==> config.mk <==
export PLATFORM = sky130hd
export DESIGN_NAME = serial_rx
export DESIGN_NICKNAME = d
export VERILOG_FILES = /design/src/rtl/serial_rx.sv
export SDC_FILE = /design/constraint.sdc
export NUM_CORES = 1
export LEC_CHECK = 0
export BUFFER_PORTS_ARGS = -buffer_cell sky130_fd_sc_hd__buf_4
export CELL_PAD_IN_SITES_DETAIL_PLACEMENT = 0
export CELL_PAD_IN_SITES_GLOBAL_PLACEMENT = 1
export CORE_ASPECT_RATIO = 1.4
export CORE_UTILIZATION = 47
export DETAILED_ROUTE_END_ITERATION = 6
export PLACE_DENSITY_LB_ADDON = 0.1
export REMOVE_ABC_BUFFERS = 1
export SKIP_LAST_GASP = 1
export SLEW_MARGIN = 20
export SYNTH_ARGS = -nofsm -noshare
export SYNTH_HDL_FRONTEND = slang
export SYNTH_SLANG_ARGS = --single-unit
==> constraint.sdc <==
create_clock -name clk -period 2.15 [get_ports clk]
set_input_delay 0.1075 -clock clk [delete_from_list [all_inputs] [get_ports clk]]
set_output_delay 0.1075 -clock clk [all_outputs]
set_load 0.01 [all_outputs]
==> src/rtl/serial_rx.sv <==
// Oversampling asynchronous serial receiver (8N1). Define SERIAL_RX_PARITY_EN
// to add an even-parity bit between data bit 7 and the stop bit.
module serial_rx #(
  parameter int CLK_FREQ = 50000000,
  parameter int BAUD     = 115200,
  parameter int OVS      = 16
) (
  input  logic       clk,
  input  logic       rst_n,
  input  logic       rxd,
  output logic [7:0] data_o,
  output logic       data_ready_o,
  input  logic       data_clear_i,
  output logic       frame_err_o,
  output logic       overrun_o,
  output logic       busy_o
);

  localparam int DIV = (CLK_FREQ + (BAUD * OVS) / 2) / (BAUD * OVS);
  localparam int TW  = (DIV > 1) ? $clog2(DIV) : 1;
  localparam int SW  = $clog2(OVS);

`ifdef SERIAL_RX_PARITY_EN
  typedef enum logic [2:0] {IDLE, START, DATA, PARITY, STOP} state_t;
`else
  typedef enum logic [1:0] {IDLE, START, DATA, STOP} state_t;
`endif

  state_t          state, state_nxt;
  logic            rxd_meta, rxd_sync, rxd_prev;
  logic [TW-1:0]   tick_cnt;
  logic [SW-1:0]   samp_cnt;
  logic [2:0]      bit_cnt;
  logic [7:0]      shift_reg;
  logic            break_wait;
  logic            tick, samp_hit, fall_edge, complete, frame_bad;
`ifdef SERIAL_RX_PARITY_EN
  logic            par_bad;
`endif

  assign tick      = (tick_cnt == TW'(DIV - 1));
  assign fall_edge = rxd_prev & ~rxd_sync;
  // START samples at the half-bit point; every later state samples a full bit on.
  assign samp_hit  = tick && (samp_cnt == ((state == START) ? SW'(OVS / 2 - 1) : SW'(OVS - 1)));
  assign complete  = (state == STOP) && samp_hit;
`ifdef SERIAL_RX_PARITY_EN
  assign frame_bad = ~rxd_sync | par_bad;
`else
  assign frame_bad = ~rxd_sync;
`endif
  assign busy_o    = (state != IDLE);

  always_ff @(posedge clk or negedge rst_n) begin
    if (!rst_n) begin
      rxd_meta <= 1'b1;
      rxd_sync <= 1'b1;
      rxd_prev <= 1'b1;
      tick_cnt <= '0;
      state    <= IDLE;
    end else begin
      rxd_meta <= rxd;
      rxd_sync <= rxd_meta;
      rxd_prev <= rxd_sync;
      tick_cnt <= tick ? '0 : tick_cnt + 1'b1;
      state    <= state_nxt;
    end
  end

  always_comb begin
    state_nxt = state;
    case (state)
      IDLE:   if (fall_edge && !break_wait) state_nxt = START;
      START:  if (samp_hit) state_nxt = rxd_sync ? IDLE : DATA;
`ifdef SERIAL_RX_PARITY_EN
      DATA:   if (samp_hit && bit_cnt == 3'd7) state_nxt = PARITY;
      PARITY: if (samp_hit) state_nxt = STOP;
`else
      DATA:   if (samp_hit && bit_cnt == 3'd7) state_nxt = STOP;
`endif
      STOP:   if (samp_hit) state_nxt = IDLE;
      default: state_nxt = IDLE;
    endcase
  end

  always_ff @(posedge clk or negedge rst_n) begin
    if (!rst_n) begin
      samp_cnt     <= '0;
      bit_cnt      <= '0;
      shift_reg    <= '0;
      break_wait   <= 1'b0;
      data_o       <= '0;
      data_ready_o <= 1'b0;
      frame_err_o  <= 1'b0;
      overrun_o    <= 1'b0;
`ifdef SERIAL_RX_PARITY_EN
      par_bad      <= 1'b0;
`endif
    end else begin
      if (state == IDLE) begin
        samp_cnt <= '0;
        bit_cnt  <= '0;
      end else if (tick) begin
        samp_cnt <= samp_hit ? '0 : samp_cnt + 1'b1;
      end

      if (state == DATA && samp_hit) begin
        shift_reg <= {rxd_sync, shift_reg[7:1]};
        bit_cnt   <= bit_cnt + 1'b1;
      end

`ifdef SERIAL_RX_PARITY_EN
      if (state == PARITY && samp_hit)
        par_bad <= (rxd_sync != ^shift_reg);
`endif

      // A line stuck low after a bad frame must return high before a new start edge counts.
      if (state == IDLE && rxd_sync)
        break_wait <= 1'b0;

      if (data_clear_i) begin
        data_ready_o <= 1'b0;
        frame_err_o  <= 1'b0;
        overrun_o    <= 1'b0;
      end

      // Completion overrides a coincident clear so the fresh byte and its status survive.
      if (complete) begin
        if (!data_ready_o || data_clear_i) begin
          data_o       <= shift_reg;
          data_ready_o <= 1'b1;
        end else begin
          overrun_o <= 1'b1;
        end
        if (frame_bad) begin
          frame_err_o <= 1'b1;
          break_wait  <= 1'b1;
        end
      end
    end
  end

endmodule

Word-level counts from Yosys, hierarchy flattened
Cells that the tools add are included.

word-level totals
  bits in registers = 37
  input bits = 4
  output and inout port bits = 12
  logic and storage cells = 68

operators by class
  add/subtract/negate cells = 3
  equality and inequality tests = 10
  multiplexer cells = 25
  bitwise logic cells = 2
  reduce and logical (&&, ||, !) cells = 15

operators by type and width
  kind                 number
  $mux 4               4
  $mux 1               12
  $mux 2               5
  $ne 2x2->1 const B   4
  $pmux 2 s4           1
  $logic_and 1x1->1    6
  $mux 3               2
  $reduce_bool 2->1    3
  $add 5x1->5 const B  1
  $eq 5x5->1 const B   1
  $mux 5               1
  $add 4x1->4 const B  1
  $eq 2x2->1 const B   2
  $eq 4x4->1           1
  $reduce_and 4->1     1
  $add 3x1->3 const B  1
  $eq 3x3->1 const B   1
  $eq 2x1->1 const B   1
  $logic_not 1->1      2
  $logic_not 2->1      1
  $reduce_and 2->1     1
  $and 1x1->1          1
  $logic_or 1x1->1     1
  $not 1->1            1

Depth between registers and ports, before layout
Gate-level depths: netlist (run 1).

  depth in word-level cells = 7
  gate-level depth with buffers = 7
  gate-level depth less buffers = 6

Worst setup path after synthesis (run 1)
Ideal clock, no wire load.

  path kind = register to register
  start = register tick_cnt[0]
  end = register data_o[0]
  library setup time = 0.125 ns
  arrival = 1.525 ns
  data required time = 2.025 ns
  setup slack = 0.500 ns
  cell stages (with the launch flop) = 7
  buffers on the path = 0
  period minus slack after synthesis = 1.650 ns
  cell sequence = dfrtp_1 > inv_1 > ha_1 > nand4b_4 > nor2_2 > nand3_4 > mux2_4

on the way
  cells in the longest elaborated chain, start to end = 4

RTL lines
  what                               RTL line  source
  start, declared                    31        logic [TW-1:0] tick_cnt;
  start signal, assigned             64        tick_cnt <= tick ? '0 : tick_cnt + 1'b1;
  $eq 5x5->1                         41        assign tick = (tick_cnt == TW'(DIV - 1));
  $logic_and 1x1->1                  44        assign samp_hit = tick && (samp_cnt == ((state == START) ? SW'(OVS / 2 - 1) : SW'(OVS - 1)));
  $logic_and 1x1->1                  45        assign complete = (state == STOP) && samp_hit;
  $reduce_and 2->1 (no source line)  -
  end signal, assigned               129       data_o <= shift_reg;
  end, declared                      11        output logic [7:0] data_o,

Every way passes these cells.
A chain may end at the register's enable or synchronous reset.

Worst setup path in the final report (run 1)
  start = register tick_cnt[0]
  end = register data_o[3]

The elaborated chain is that of the path after synthesis.

==> run summary, run 1 <==
* result of the run: complete, no violations
* crit-path max FO: 8
* initial antenna violation count: 0
* Max IR drop VDD: 0.725 mV
* start point of the critical path: tick_cnt[0]
* wire length of the first global-routing pass: 4860 µm
* Via-to-Cell Ratio: 5.54
* number of setup buffers added after CTS: 0
* Total Routed Length: 2910 µm
* hold violation count in the final report: 0
* Pwr Total: 1.43 mW
* clock transition time at the flip-flop clock pins of the worst setup and hold paths: 0.08 ns
* clock tree buffer depth: 2
* power per cell area: 703 mW/mm²
* detailed-route wire length per cell: 15.0 µm
* Overflow after GRT: 0
* Nets: 162
* drt drc: 0
* reg-to-reg endpoint: data_o[3]
* Synth Flop Type: sky130_fd_sc_hd__dfrtp_1
* number of max-cap violations: 0
* clock tree from TritonCTS: done
* CTS H-Tree Depth: 2
* cell family with the largest share of critical-path delay: simple AND/OR/NAND/NOR gates
* slack of the worst reg-to-reg path: 0.33 ns
* Final GP Congestion: 0.820
* CP bufs+invs: 1
* #FFs+latches synth: 37
* clock sinks: 37
* worst clock skew: 0.00552 ns
* worst r2r path cells: 6
* Detailed Routing Iterations Pass 1: 4
* die area: 0.00391 mm²
* path type of the worst min-delay path: primary input to asynchronous set/reset pin
* maximum number of pins on one net before global-route repair: 38
* Mapped Avg Cell Area: 13.2 µm²
* cell-by-cell listing of the critical path: inv_1 -> ha_1 -> nand4b_4 -> nor2_2 -> nand3_4 -> mux2_4
* sort of element at the start of the critical path: flop
* # port buffers: 15
* number of diodes: 0
* required time of the worst setup path: 2.33 ns
* endpoint type of the worst setup path: flop
* Inserted Clock Buffers: 5
* Setup violations, final: 0
* setup repair after global routing missed its margin: false
* Core Footprint: 0.00344 mm²
* estimated wirelength of the detail-placed design: 2080 µm
* count of nets left with antenna violations after detail routing: 0
* proportion of synthesized chip area in sequential cells: 54.0%
* Synth Instances: 130
* total routing usage reported by global routing: 17.5%
* share of cells above drive strength 1: 32.5%
* cell depth of the worst setup path: 6
* Final Cycle Share: 84.7%
* number of top-level design ports: 16
* number of synthesized flops with an enable pin: 0
* data arrival time of the critical path: 2.00 ns
* share of synthesized flip-flops with an asynchronous set or reset: 100%
* initial core utilization: 50.0%
* total via count after detailed routing: 1075
* Setup Crit Path Kind: flop to flop
* Cell variety after synth: 34
* # rows: 25
* netlist area before placement: 0.00172 mm²
* endpoint of the worst setup timing path: data_o[3]
* floorplan die width: 53.1 µm
* Fmax achieved: 549 MHz
* layout-stage area growth over the synthesis result: 18.0%
* highest cell delay on the worst timing path: 0.41 ns
* die extent in y: 73.6 µm
* leakage component of the power: 0.997 nW
* clk_lat worst skew: 0.29 ns
* Relative slew margins: 68.7%
* initial drt markers: 29
* Synth Warn #: 0
* total negative setup slack: 0 ns
* via count of the first global-routing pass: 1066
* clock period minus worst slack: 1.82 ns
* Crit-path slowest cell: sky130_fd_sc_hd__dfrtp_1
* library cell used as clock root buffer: sky130_fd_sc_hd__clkbuf_8
* final-report max-slew violation count: 0
* measured slew at the worst slew-check pin: 0.470 ns
* Reg2Reg Launch Point: tick_cnt[0]
==> power by group <==
group          internal, mW  switching, mW  total, mW
Clock                 0.461          0.240      0.701
Combinational       0.00776         0.0153     0.0230
Sequential            0.701        0.00183      0.703
==> routing by layer <==
metal  wire length (µm)  vias up  share of wire [%]  global-route usage, %
met5                  0        -                  0                      0
met4                 88        0                3.0                   10.5
met3                128        8                4.4                   4.76
met2               1430       27                 49                   27.8
met1               1270      530                 44                   20.8
li1                   -      510                  -                      -
==> metrics by stage <==
step,utilization [%],std cells,worst slack [ns],instance area [µm²],hold slack (ns)
floorplan,-,127,0.500,1700,-0.188
global placement,54.3,183,0.412,1870,0.0836
detailed placement,54.3,183,0.325,1870,0.0957
CTS,59.0,194,0.312,2030,0.319
global route,59.0,194,0.245,2030,0.367
finish,59.0,194,0.329,2030,0.307
==> final cells by class <==
| class | instances | area, µm² |
|---|---|---|
| timing repair buffer | 19 | 150 |
| tap | 40 | 50.0 |
| sequential | 37 | 930 |
| fill | 297 | 1410 |
| multi-input combinational | 83 | 741 |
| inverter | 7 | 26.3 |
| clock buffer | 5 | 68.8 |
| clock inverter | 3 | 65.1 |
==> worst min path at each step <==
stage	from	cells after the start	endpoint	slack (ns)
floorplan	rst_n	0	asynchronous set/reset pin	-0.19
global placement	rst_n	1	data_o[6]	0.08
detailed placement	rst_n	1	data_o[6]	0.1
CTS	rst_n	2	data_o[6]	0.32
global route	rst_n	2	data_o[7]	0.37
finish	rst_n	2	data_o[6]	0.31
==> cells by family after synthesis <==
| kind of cell | Yosys count | synth area share (%) |
|---|---|---|
| AND/OR/NAND/NOR | 41 | 15.3 |
| adder cells (fa/ha/maj) | 5 | 3.64 |
| XOR/XNOR | 4 | 3.13 |
| buffers and inverters | 10 | 2.91 |
| AO/OA/AOI/OAI | 16 | 6.40 |
| flip-flops | 37 | 54.0 |
| multiplexers | 17 | 14.6 |
==> cells in the mapped netlist (2+ instances only) <==
cell type / instances / area share, %
sky130_fd_sc_hd__dfrtp_1: 34 / 49
sky130_fd_sc_hd__mux2_4: 16 / 14
sky130_fd_sc_hd__nand2_1: 11 / 2.4
sky130_fd_sc_hd__nor2_1: 8 / 1.7
sky130_fd_sc_hd__inv_1: 7 / 1.5
sky130_fd_sc_hd__ha_1: 5 / 3.6
sky130_fd_sc_hd__nand3_1: 5 / 1.5
sky130_fd_sc_hd__nand4_1: 5 / 1.8
sky130_fd_sc_hd__a21oi_1: 4 / 1.2
sky130_fd_sc_hd__dfstp_2: 3 / 4.6
sky130_fd_sc_hd__o311ai_0: 3 / 1.5
sky130_fd_sc_hd__a31oi_1: 2 / 0.73
sky130_fd_sc_hd__and3_1: 2 / 0.73
sky130_fd_sc_hd__and4b_1: 2 / 1.2
sky130_fd_sc_hd__nand3_4: 2 / 2.0
sky130_fd_sc_hd__o21ai_0: 2 / 0.58
sky130_fd_sc_hd__xor2_1: 2 / 1.0
==> repair_timing <==
action | in CTS | in global routing
hold endpoints to repair | 36 | 0
resized for setup | 0 | 0
hold buffers | 3 | 0
==> layout by cell type (no fill, tap or decap) <==
master and n:
sky130_fd_sc_hd__o311ai_0 3, sky130_fd_sc_hd__inv_1 7, sky130_fd_sc_hd__xnor2_4 1, sky130_fd_sc_hd__a22oi_1 1
sky130_fd_sc_hd__nand2b_1 1, sky130_fd_sc_hd__nand4b_4 1, sky130_fd_sc_hd__nor2_4 1, sky130_fd_sc_hd__dlygate4sd3_1 3
sky130_fd_sc_hd__dfrtp_1 34, sky130_fd_sc_hd__a311o_1 1, sky130_fd_sc_hd__nand4_1 5, sky130_fd_sc_hd__o311ai_1 1
sky130_fd_sc_hd__nand3_1 5, sky130_fd_sc_hd__xnor2_1 1, sky130_fd_sc_hd__mux2_1 1, sky130_fd_sc_hd__xor2_1 2
sky130_fd_sc_hd__o22ai_1 1, sky130_fd_sc_hd__nand3_4 2, sky130_fd_sc_hd__a21oi_1 4, sky130_fd_sc_hd__clkbuf_8 5
sky130_fd_sc_hd__bufinv_16 2, sky130_fd_sc_hd__clkinv_2 1, sky130_fd_sc_hd__and3_1 2, sky130_fd_sc_hd__nor2_2 1
sky130_fd_sc_hd__nor2b_4 1, sky130_fd_sc_hd__nor2b_1 1, sky130_fd_sc_hd__nor2_1 8, sky130_fd_sc_hd__ha_1 5
sky130_fd_sc_hd__nand2_1 11, sky130_fd_sc_hd__o21ai_0 2, sky130_fd_sc_hd__a22o_1 1, sky130_fd_sc_hd__buf_4 16
sky130_fd_sc_hd__dfstp_2 3, sky130_fd_sc_hd__and4b_1 2, sky130_fd_sc_hd__a31oi_1 2, sky130_fd_sc_hd__mux2_4 16
Power figures use the tool's default switching activity.
==> run 2: changes to the inputs <==
Settings changed: ABC_AREA set to 1, CORE_UTILIZATION 47 to 40.
Clock period 2.15 ns to 1.6 ns, I/O delays scaled along.
==> run 2 against run 1 <==
Net effect: critical path depth up 4; combinational power rose by 38%; global-route usage shrank 1.4 points; cell area decreased by 4.6%; sequential power rose by 34%; routed wire length rose by 2.3%; count of clock-buffer cells in the layout grew 1; synthesized area shrank 7.0%; synthesized cell count is 32% higher.
==> run summary, run 2 <==
* worst clock skew: 0.00532 ns
* combinational family with the most area after synthesis: simple AND/OR/NAND/NOR gates
* share of synthesized flip-flops with an asynchronous set or reset: 100%
* wire length of the first global-routing pass: 5360 µm
* highest-count cells in the layout ignoring fill and taps: 61 x sky130_fd_sc_hd__nand2_1, 34 x sky130_fd_sc_hd__dfrtp_1, 22 x sky130_fd_sc_hd__buf_4, 15 x sky130_fd_sc_hd__inv_1, 15 x sky130_fd_sc_hd__nand3_1
* share of cells above drive strength 1: 22.1%
* # port buffers: 15
* # rows: 26
* CTS H-Tree Depth: 2
* Finished Layout Cells: 246
* path type of the worst min-delay path: primary input to asynchronous set/reset pin
* Max IR drop VDD: 0.701 mV
* Detailed Routing Iterations Pass 1: 4
* via count of the first global-routing pass: 1185
* biggest area contributors in the synthesized netlist: sky130_fd_sc_hd__dfrtp_1 53%, sky130_fd_sc_hd__nand2_1 14%, sky130_fd_sc_hd__dfstp_2 4.9%, sky130_fd_sc_hd__nand3_1 4.7%, sky130_fd_sc_hd__ha_1 3.9%
* Final GP Congestion: 0.885
* clock tree buffer depth: 2
* number of synthesized flops with an enable pin: 0
* endpoint type of the worst setup path: flop
* clock tree from TritonCTS: done
* Setup violations, final: 0
* Post-Synth Simple-Gate Area: 25.7%
* initial core utilization: 42.8%
* share of the synthesized area in compound gates (AO/OA/AOI/OAI): 5.24%
* count of nets left with antenna violations after detail routing: 0
* clock transition time at the flip-flop clock pins of the worst setup and hold paths: 0.07 ns
* Synth Instances: 172
* Nets: 212
* synth cell count leaders: 61 x sky130_fd_sc_hd__nand2_1, 34 x sky130_fd_sc_hd__dfrtp_1, 15 x sky130_fd_sc_hd__inv_1, 15 x sky130_fd_sc_hd__nand3_1, 9 x sky130_fd_sc_hd__o21ai_0
* leakage component of the power: 0.991 nW
* required time of the worst setup path: 1.76 ns
* total negative setup slack: 0 ns
* XOR/XNOR share of the synthesized area: 1.64%
* detailed-route wire length per cell: 12.1 µm
* Mapped Avg Cell Area: 9.30 µm²
* estimated wirelength of the detail-placed design: 2120 µm
* clk_lat worst skew: 0.29 ns
* total routing usage reported by global routing: 16.1%
* fraction of post-synthesis cell area in the top cell type by area: 53.2%
* cell taking the most area after synthesis: sky130_fd_sc_hd__dfrtp_1
* Fmax achieved: 663 MHz
* data arrival time of the critical path: 1.67 ns
* worst-case setup margin in the final layout: 0.0917 ns
* Overflow after GRT: 0
* power per cell area: 851 mW/mm²
* cell family with the largest share of critical-path delay: flip-flops
* leading cell type in the layout, fill and taps excluded: sky130_fd_sc_hd__nand2_1
* setup repair after global routing missed its margin: true
* arithmetic-cell share of the synthesized area counting full adders, half adders and majority gates: 3.91%
* measured slew at the worst slew-check pin: 0.456 ns
* netlist area before placement: 0.00160 mm²
* Via-to-Cell Ratio: 4.86
* cell-by-cell listing of the critical path: inv_1 -> ha_1 -> nand2_1 -> inv_1 -> nand2_2 -> nor2_4 -> nand2_4 -> buf_4 -> o21ai_0 -> o21ai_0
* total via count after detailed routing: 1195
* number of diodes: 0
* layout-stage area growth over the synthesis result: 21.1%
* result of the run: complete, no violations
* number of top-level design ports: 16
* initial drt markers: 48
* clock period minus worst slack: 1.51 ns
* Crit-path slowest cell: sky130_fd_sc_hd__dfrtp_1
* Total Routed Length: 2970 µm
* filler instances: 358
* clock sinks: 37
* final-report max-slew violation count: 0
* Synth Flop Type: sky130_fd_sc_hd__dfrtp_1
* die area: 0.00426 mm²
* CP bufs+invs: 3
* mux share of post-synthesis cell area: 0%
* Setup Crit Path Kind: flop to flop
* maximum number of pins on one net before global-route repair: 38
* sort of element at the start of the critical path: flop
* number of max-cap violations: 0
* drt drc: 0
* setup slack at placement: 0.0781 ns
* library cell used as clock root buffer: sky130_fd_sc_hd__clkbuf_8
* crit-path max FO: 5
* Inserted Clock Buffers: 5
* hold violation count in the final report: 0
* floorplan die width: 55.5 µm
* #FFs+latches synth: 37
* most numerous cell in the Yosys netlist: sky130_fd_sc_hd__nand2_1
* instance area after placement: 0.00177 mm²
* Cell variety after synth: 22
* initial antenna violation count: 0
* Core Footprint: 0.00374 mm²
* highest cell delay on the worst timing path: 0.38 ns
* proportion of synthesized chip area in sequential cells: 58.1%
* post-route cell area: 0.00194 mm²
* Relative slew margins: 69.6%
* number of placed instances, taps included: 231
* Final Cycle Share: 94.3%
* die extent in y: 76.8 µm
* Synth Warn #: 0
## run 2: changes by cell type in the layout (fill, tap and decap cells not counted), sizes merged, moves of 4 or more
cell / previous run / this run
o21ai: 2 / 11
nand3: 7 / 15
inv: 7 / 17
nand4: 5 / 0
mux2: 17 / 0
nand2: 11 / 65
o311ai: 4 / 0
buf: 16 / 23
## run 2: timing repair
item | in CTS | in global routing
hold buffers | 3 | 0
endpoints found under the setup margin | 0 | 20
gates resized for setup | 0 | 2
hold endpoints to repair | 36 | 0
setup buffers | 0 | 4
## run 2: cells by family after synthesis
kind of cell               after synthesis
buffers and inverters                   19
and+or+nand+nor                         93
AOI/OAI and AO/OA                       15
DFF                                     37
xor gates and xnor gates                 3
adders and majority gates                5
## run 2: per-layer routing
| layer | wire length, µm | share of wire, % | vias to the layer above | global-route usage, % |
|---|---|---|---|---|
| met5 | 0 | 0 | - | 0 |
| met1 | 1390 | 47 | 564 | 19.8 |
| met4 | 61 | 2.1 | 0 | 7.50 |
| li1 | - | - | 605 | - |
| met3 | 95 | 3.2 | 6 | 4.22 |
| met2 | 1430 | 48 | 20 | 26.3 |
## run 2: through the flow
stage / power (mW) / hold slack, ns / utilization [%]
2_1_floorplan: 0.964 / -0.216 / -
3_3_place_gp: 0.989 / 0.0628 / 47.4
3_5_place_dp: 0.990 / 0.0728 / 47.4
4_1_cts: 1.68 / 0.300 / 50.8
5_1_grt: 1.73 / 0.323 / 51.8
6_report: 1.65 / 0.286 / 51.8
## run 2: layout make-up
class                      instances  area, µm²  area share [%]
tap                               42       52.6            2.71
inverter                          17       63.8            3.29
multi-input combinational        116        589            30.4
clock buffer                       6       82.6            4.26
sequential                        37        930            48.0
timing repair buffer              26        206            10.7
clock inverter                     2       13.8           0.710
## run 2: path summary, 6_finish.rpt
path	from	to	slack, ns	depth (start not counted)
min	rst_n	samp_cnt[0]	0.29	2
max	tick_cnt[0]	flop	0.09	10
min reg2reg	rxd_meta	rxd_sync	0.36	0
max in group asynchronous	rst_n	rxd_sync	0.97	2
max reg2reg	tick_cnt[0]	flop	0.09	10
min in group clk	rxd_meta	rxd_sync	0.36	0
## run 2: power breakdown
group	switching (mW)	internal, mW
registers	0.00177	0.942
clock network	0.325	0.349
logic	0.0214	0.0103
==> run 3: changes to the inputs <==
Settings changed: PLACE_DENSITY set to 0.8, PLACE_DENSITY_LB_ADDON 0.1 to not set.
==> run 3 against run 2 <==
Net effect: the run now ends with negative setup slack left; cell area up 2.4%; die area unchanged; combinational power grew 3%; via count decreased by 2.5%; register-to-register slack worse by 0.11 ns; clock skew increased by 0.0025 ns; cell count is 0.81% lower; non-clock buffer count is 2 lower; clock power down 5.5%; setup slack got worse by 0.11 ns; utilization is 1.2 points higher; highest routed layer unchanged.
==> run summary, run 3 (same netlist as run 2, synthesis figures left out) <==
* wire length of the first global-routing pass: 4920 µm
* floorplan die width: 55.5 µm
* worst clock skew: 0.00784 ns
* number of max-cap violations: 0
* worst r2r path cells: 11
* violations in the final reports: negative setup slack
* number of top-level design ports: 16
* final-report max-slew violation count: 0
* crit-path max FO: 8
* reg-to-reg endpoint: data_o[3]
* highest-count cells in the layout ignoring fill and taps: 53 x sky130_fd_sc_hd__nand2_1, 34 x sky130_fd_sc_hd__dfrtp_1, 18 x sky130_fd_sc_hd__buf_4, 14 x sky130_fd_sc_hd__inv_1, 11 x sky130_fd_sc_hd__nand3_1
* leading cell type in the layout, fill and taps excluded: sky130_fd_sc_hd__nand2_1
* path type of the worst min-delay path: primary input to asynchronous set/reset pin
* Final GP Congestion: 0.823
* # rows: 26
* Total Routed Length: 2850 µm
* Setup Crit Path Kind: flop to flop
* Via-to-Cell Ratio: 4.77
* sort of element at the start of the critical path: flop
* clock period minus worst slack: 1.62 ns
* Overflow after GRT: 0
* Detailed Routing Iterations Pass 1: 4
* Reg2Reg Launch Point: tick_cnt[0]
* number of placed instances, taps included: 231
* CTS H-Tree Depth: 2
* clock tree from TritonCTS: done
* die extent in y: 76.8 µm
* clk_lat worst skew: 0.29 ns
* worst-case setup margin in the final layout: -0.0177 ns
* initial core utilization: 42.8%
* measured slew at the worst slew-check pin: 0.465 ns
* Fmax achieved: 618 MHz
* Final Cycle Share: 101%
* Core Footprint: 0.00374 mm²
* total routing usage reported by global routing: 14.7%
* hold violation count in the final report: 0
* Inserted Clock Buffers: 5
* via count of the first global-routing pass: 1164
* initial drt markers: 44
* detailed-route wire length per cell: 11.7 µm
* estimated wirelength of the detail-placed design: 1980 µm
* instance area after placement: 0.00177 mm²
* post-route cell area: 0.00198 mm²
* result of the run: finished with violations
* share of cells above drive strength 1: 28.7%
* Nets: 210
* Finished Layout Cells: 244
* clock sinks: 37
* filler instances: 325
* slack of the worst reg-to-reg path: -0.02 ns
* Relative slew margins: 69.0%
* Max IR drop VDD: 0.565 mV
* # port buffers: 15
* core occupancy in the finished layout: 53.0%
* drt drc: 0
* library cell used as clock root buffer: sky130_fd_sc_hd__clkbuf_8
* power per cell area: 813 mW/mm²
* total via count after detailed routing: 1165
* initial antenna violation count: 0
* clock transition time at the flip-flop clock pins of the worst setup and hold paths: 0.07 ns
* setup repair after global routing missed its margin: true
* Setup violations, final: 3
* clock tree buffer depth: 2
* endpoint type of the worst setup path: flop
* data arrival time of the critical path: 1.80 ns
* count of nets left with antenna violations after detail routing: 0
* die area: 0.00426 mm²
* layout-stage area growth over the synthesis result: 24.0%
* leakage component of the power: 1.00 nW
* maximum number of pins on one net before global-route repair: 38
* number of diodes: 0
* required time of the worst setup path: 1.78 ns
run 3: cell types whose count changed in the layout (fill, tap and decap cells not counted), sizes merged:
cell      previous run  this run
clkbuf               6         5
buf                 23        21
clkinvlp             0         1
run 3: worst max-delay path by stage:
stage	start	endpoint	slack, ns
floorplan	tick_cnt[0]	data_o[0]	0.11
global placement	tick_cnt[0]	data_o[3]	0.12
detailed placement	tick_cnt[0]	data_o[3]	0.03
CTS	tick_cnt[0]	data_o[3]	0.01
global route	tick_cnt[0]	shift_reg[2]	-0.13
finish	tick_cnt[0]	data_o[3]	-0.02
run 3: final cells by class:
| cell class | instances | area (µm²) | area share [%] |
|---|---|---|---|
| multi-input cells | 116 | 651 | 32.8 |
| flip-flops and latches | 37 | 930 | 46.8 |
| inverters | 17 | 66.3 | 3.34 |
| well taps | 42 | 52.6 | 2.65 |
| repair buffers | 24 | 199 | 10.0 |
| clock buffers | 5 | 68.8 | 3.47 |
| clock inverters | 3 | 17.5 | 0.883 |
run 3: timing repair:
action / in CTS / in global routing
hold endpoints to repair: 36 / 0
buffers inserted: 0 / 2
hold buffers: 3 / 0
endpoints found under the setup margin: 0 / 23
resized for setup: 0 / 24
run 3: worst max-delay path, stage by stage, from the launching register on:
cell and delay (ns):
sky130_fd_sc_hd__dfrtp_1 0.42, sky130_fd_sc_hd__inv_1 0.09, sky130_fd_sc_hd__ha_2 0.18, sky130_fd_sc_hd__nand2_2 0.05, sky130_fd_sc_hd__inv_2 0.06, sky130_fd_sc_hd__nand2_4 0.06
sky130_fd_sc_hd__nor2_4 0.12, sky130_fd_sc_hd__nand2_4 0.10, sky130_fd_sc_hd__nor2_4 0.16, sky130_fd_sc_hd__nand2_4 0.11, sky130_fd_sc_hd__nand2_1 0.10, sky130_fd_sc_hd__nand2_1 0.05
run 3: where the power goes:
part | total, mW | internal, mW | switching (mW)
combinational | 0.0325 | 0.0103 | 0.0223
sequential | 0.943 | 0.942 | 0.00170
clock | 0.637 | 0.300 | 0.337
total | 1.61 | 1.25 | 0.361
run 3: stage by stage:
| step | hold WS, ns | setup WS, ns | power [mW] | TNS, ns |
|---|---|---|---|---|
| final | 0.282 | -0.0177 | 1.61 | -0.0281 |
| after detailed placement | 0.0701 | 0.0269 | 0.989 | 0 |
| after global routing | 0.336 | -0.128 | 1.68 | -1.91 |
| after floorplan | -0.216 | 0.107 | 0.964 | 0 |
| after CTS | 0.298 | 0.0105 | 1.64 | 0 |
| after global placement | 0.0582 | 0.117 | 0.988 | 0 |
run 3: routing by layer:
metal | wire (µm) | share of wire [%] | GRT usage [%]
met5 | 0 | 0 | 0
met4 | 52 | 1.8 | 6.75
met3 | 83 | 2.9 | 5.06
met2 | 1380 | 48 | 23.5
met1 | 1340 | 47 | 17.8
